--- src/rtl/recovery_seq.sv ---
// Recovery sequencer: on a flush it holds rename, rolls back for one cycle, then walks the
// ROB up to two entries per cycle and pulses recovery_done once the walk is complete.

`ifndef ROB_STATE_IDLE
`define ROB_STATE_IDLE     2'b00
`endif
`ifndef ROB_STATE_ROLLBACK
`define ROB_STATE_ROLLBACK 2'b01
`endif
`ifndef ROB_STATE_WALK
`define ROB_STATE_WALK     2'b10
`endif

module recovery_seq #(
  parameter int unsigned CNT_W    = 7,
  parameter int unsigned WALK_NUM = 2
) (
  input  logic             clock,
  input  logic             reset,
  input  logic             flush_valid,
  input  logic [CNT_W-1:0] flush_walk_cnt,
  input  logic             walk_hold,
  input  logic             freelist_can_alloc,
  output logic [1:0]       rob_state,
  output logic             rob_walk0_valid,
  output logic             rob_walk1_valid,
  output logic             rename_stall,
  output logic             recovery_done,
  output logic [CNT_W-1:0] walk_remaining
);

  typedef enum logic [1:0] {
    StIdle     = `ROB_STATE_IDLE,
    StRollback = `ROB_STATE_ROLLBACK,
    StWalk     = `ROB_STATE_WALK
  } state_e;

  state_e           state_q, state_d;
  logic [CNT_W-1:0] cnt_q, cnt_d;
  logic             done_q, done_d;

  logic             walk_ok;
  logic             walk0;
  logic             walk1;
  logic [CNT_W-1:0] step;

  // Slots depend on the current cycle only, so a nested flush still sees this cycle's slots.
  assign walk_ok = (state_q == StWalk) && !walk_hold;
  assign walk0   = walk_ok && (cnt_q != '0);
  assign walk1   = walk_ok && (WALK_NUM >= 2) && (cnt_q > CNT_W'(1));
  assign step    = CNT_W'(walk0) + CNT_W'(walk1);

  always_comb begin
    state_d = state_q;
    cnt_d   = cnt_q;
    done_d  = 1'b0;

    unique case (state_q)
      StIdle: begin
        state_d = StIdle;
      end
      StRollback: begin
        state_d = (cnt_q != '0) ? StWalk : StIdle;
      end
      StWalk: begin
        if (!walk_hold) begin
          cnt_d = (cnt_q > step) ? (cnt_q - step) : '0;
          if (cnt_d == '0) begin
            state_d = StIdle;
          end
        end
      end
      default: begin
        state_d = StIdle;
      end
    endcase

    // A new flush overrides whatever the walk was doing.
    if (flush_valid) begin
      state_d = StRollback;
      cnt_d   = flush_walk_cnt;
    end

    done_d = (state_q != StIdle) && (state_d == StIdle);
  end

  always_ff @(posedge clock or posedge reset) begin
    if (reset) begin
      state_q <= StIdle;
      cnt_q   <= '0;
      done_q  <= 1'b0;
    end else begin
      state_q <= state_d;
      cnt_q   <= cnt_d;
      done_q  <= done_d;
    end
  end

  assign rob_state       = state_q;
  assign rob_walk0_valid = walk0;
  assign rob_walk1_valid = walk1;
  assign rename_stall    = (state_q != StIdle) || flush_valid || !freelist_can_alloc;
  assign recovery_done   = done_q;
  assign walk_remaining  = cnt_q;

endmodule

--- config.mk ---
export PLATFORM = sky130hd
export DESIGN_NAME = recovery_seq
export DESIGN_NICKNAME = d
export VERILOG_FILES = /design/src/rtl/recovery_seq.sv
export SDC_FILE = /design/constraint.sdc
export NUM_CORES = 1
export LEC_CHECK = 0
export ABC_AREA = 1
export BUFFER_PORTS_ARGS = -buffer_cell sky130_fd_sc_hd__clkbuf_2
export CORE_UTILIZATION = 45
export CTS_CLUSTER_SIZE = 25
export DETAILED_ROUTE_END_ITERATION = 16
export PLACE_DENSITY = 0.74
export SKIP_CTS_REPAIR_TIMING = 1
export SLEW_MARGIN = 20
export SYNTH_ARGS = -nofsm -noshare
export SYNTH_HDL_FRONTEND = slang
export SYNTH_SLANG_ARGS = --single-unit
--- constraint.sdc ---
create_clock -name clock -period 2.65 [get_ports clock]
set_input_delay 0.795 -clock clock [delete_from_list [all_inputs] [get_ports clock]]
set_output_delay 0.795 -clock clock [all_outputs]
set_load 0.02 [all_outputs]
-- Word-level counts from Yosys, hierarchy flattened
Cells that the tools add are included.
- register bits after elaboration: 10
- bits of input ports: 12
- output and inout bits: 13
- word-level logic and storage cells: 33
- $add $sub $neg: 2
- $lt $le $gt $ge: 2
- equality and inequality tests: 3
- mux-type cells: 9
- reduce and logical (&&, ||, !) cells: 14
- operators with widths (cell ; count):
    7-bit 2-to-1 mux ; 4
    2-bit 2-to-1 mux ; 4
    7-bit by 1-bit > comparator with 1-bit output, second input constant ; 1
    7-bit by 2-bit > comparator with 1-bit output ; 1
    7-bit zero test ; 1
    7-bit nonzero test ; 1
    7-bit by 2-bit subtractor with 7-bit output ; 1
    1-bit logical AND ; 4
    2-bit case mux with 2 select lines ; 1
    2-bit nonzero test ; 2
    1-bit by 1-bit adder with 2-bit output ; 1
    2-bit by 1-bit equality test with 1-bit output, second input constant ; 1
    2-bit equality test, second input constant ; 1
    1-bit zero test ; 2
    2-bit zero test ; 1
    1-bit logical OR ; 2
    2-bit != test, second input constant ; 1
    2-bit AND reduction ; 1

-- Logic depth before layout (Yosys ltp)
- depth after elaboration: 13
- depth in mapped cells: 22

-- Worst setup path after synthesis
OpenSTA, ideal clock, no wires.
- kind: in2out
- from: input flush_valid
- to: output rename_stall
- data arrival time: 1335 ps
- setup slack: 520 ps
- cell stages on the path: 3
- path through: clkbuf_1 -> inv_1 -> nand3_1
- cells in the longest elaborated chain, start to end: 2
- RTL lines (element ; line ; RTL):
    start, declared ; 20 ; input logic flush_valid,
    1-bit logical OR (2 in series) ; 102 ; assign rename_stall = (state_q != StIdle) || flush_valid || !freelist_can_alloc;
    end, declared ; 27 ; output logic rename_stall,
No other way between the ends.

==> reports/qor.yml <==
run_status: "finished with violations"
failed_checks: "setup timing"
power.density_mw_per_mm2: 422.9
nets: 189
ios: 25
yosys.area.top_type: "dfrtp_1"
htree_levels: 1
grt_usage_pct: 26.07
layout_min_cycle_time_ps: 2693
yosys.area.top_type_share_pct: 30.12
area_growth_pct: 58.89
preCtsSetupSlack_ps: -391.8
rrSetupSlack_ps: -40
core_mm2: 0.001727
synth_edf_count: 0
synth_nets: 137
path_class: "in2reg"
syn-cell-area_um2: 830.8
worstHoldPathType: "in2async"
internal-power_uw: 351.9
ys_top_cells_by_area: "dfrtp_1 (30%), nand2_1 (18%), ha_1 (11%)"
setup-violations-final: 1
yosys_most_used_dff: "dfrtp_1"
finish.utilization_pct: 76.45
grt_setup_unrepaired: "true"
routedWlPerCell_um: 12.29
relSlewSlack_pct: 63.82
slew_violations: 0
first_iter_violations: 23
drc: 0
tightest_slew_ps: 540.6
start_util_pct: 48.12
finalCritPeriodShare_pct: 101.6
cts_made_buffers: 3
clkPwrFrac_pct: 25.9
final_antenna_net_count: 0
path_clk_slew_ps: 80
yosys-top-cells-count: "nand2_1 (39), inv_1 (21), dfrtp_1 (10)"
cp_data_required_time_ps: 2810
crit_arrival_ps: 2850
synth.avg_cell_area_um2: 7.101
grt_pass1_wl_mm: 3.726
routed_wirelength_mm: 2.372
clkLatencyLatePin_ps: 290
rows: 15
async_flop_share_pct: 100.0
p_sw_uw: 206.4
antenna_found_initial: 0
grt_pass1_vias: 922
synth_seq_area_share_pct: 30.12
firstDrtPassIters: 4
syn_inst: 117
maxCapViolCount: 0
grt_overflow_total: 0
clock-skew-final_ps: 17.48
fin_ws_ps: -42.76
swShare_pct: 36.97
drive_above_1_share_pct: 51.19
ir_drop_mv: 0.4074
die_area_mm2: 0.002022
vias_per_cell: 4.964
seq_power_share_pct: 31.8
cts_tree: "built"
cp-start-kind: "input port"
portBuffers: 24
fmax_ghz: 0.3714
cp_max_fo: 3
grt_max_degree: 11
die_y_um: 44.97
fin_setup_tns_ps: -42.76
leakage_uw: 0.0006839
worstSetupEndpointType: "register"
report.final.hold_viol_count: 0
synth-seq-cells: 10
yosysUniqueCellTypes: 22
antenna_cells: 0
cts.path.max_buffers: 2
place_congestion: 0.9196
dp_hpwl_mm: 1.866
vias: 958
power_frac_comb_pct: 42.3
die_x_um: 44.97
root_buffer: "clkbuf_4"
yosysMostFrequentCell: "nand2_1"
yosysWarnings: 0
fillCellCount: 134
cts_sinks: 10
-- kinds of logic after synthesis --
logic type / Yosys count / share of synthesized area [%]
buf+inv: 22 / 9.940
fa+ha+maj: 8 / 12.95
xor+xnor: 1 / 1.054
simple gates: 63 / 34.49
flops: 10 / 30.12
compound gates: 13 / 11.45
-- metrics by stage --
step	hold slack (ps)	instance area, um2	power [uW]	std cells
floorplan	597.5	914.6	300.9	117
global placement	531.4	1212	386.7	185
detailed placement	541.2	1212	393.9	185
CTS	477.0	1249	535.7	189
global route	509.2	1320	586.7	193
finish	453.3	1320	558.3	193
-- path summary, 6_finish.rpt --
kind,start,depth (start not counted),to
worst max-delay path,walk_hold,22,recovery_done
worst min-delay path,reset,2,walk_remaining[0]
worst max register to register,walk_remaining[4],21,recovery_done
worst min register to register,walk_remaining[6],2,walk_remaining[6]
max in group asynchronous,reset,2,walk_remaining[4]
min in group clock,walk_remaining[6],2,walk_remaining[6]
-- final cells by class --
cell class                      count  area [um2]  share of cell area (%)
Multi-Input combinational cell     85       594.3                   45.02
Timing Repair Buffer               48       306.5                   23.22
Sequential cell                    10       254.0                   19.24
Inverter                           21       97.59                   7.393
Clock buffer                        4       36.28                   2.749
Tap cell                           25       31.28                   2.370
-- critical path: stages --
cell	delay, ps
clkbuf_4	170
inv_16	40
nand2_8	50
inv_2	40
nand2_1	60
inv_2	50
ha_4	270
ha_4	110
inv_2	30
fa_2	370
inv_2	100
nand2_2	70
nand2_1	80
nand2_2	50
inv_2	50
nand2_2	50
nand2_1	60
nor2_1	40
nand3_1	90
nand2_1	70
a21oi_2	150
nor2_1	70
-- metal layers --
| layer | wire (um) | up-vias | GRT usage, % |
|---|---|---|---|
| li1 | - | 480 | - |
| met1 | 1066 | 458 | 31.47 |
| met2 | 1204 | 15 | 44.35 |
| met3 | 69 | 5 | 6.000 |
| met4 | 32 | 0 | 10.91 |
| met5 | 0 | - | 0 |
-- power by group through the flow --
stage                     logic, uW  clock network (uW)  registers, uW
after CTS                       216                 144            176
final                           236                 145            178
after global routing            256                 152            179
after floorplan                98.5                   0            202
after global placement          208                   0            178
after detailed placement        215                   0            179
-- layout by cell type, fill, tap and decap left out, drive strengths merged --
cell and instances:
a21oi 3, a31oi 1, buf 24, clkbuf 28, dfrtp 10, fa 1
ha 7, inv 21, nand2 42, nand3 7, nand3b 2, nand4 1
nor2 10, nor3 1, o211ai 4, o21ai 2, o311ai 3, xor2 1
-- registers in the layout, indices dropped and copies added, names as in the netlist --
signal          cells
rob_state           2
recovery_done       1
walk_remaining      7
Power figures use the tool's default switching activity.
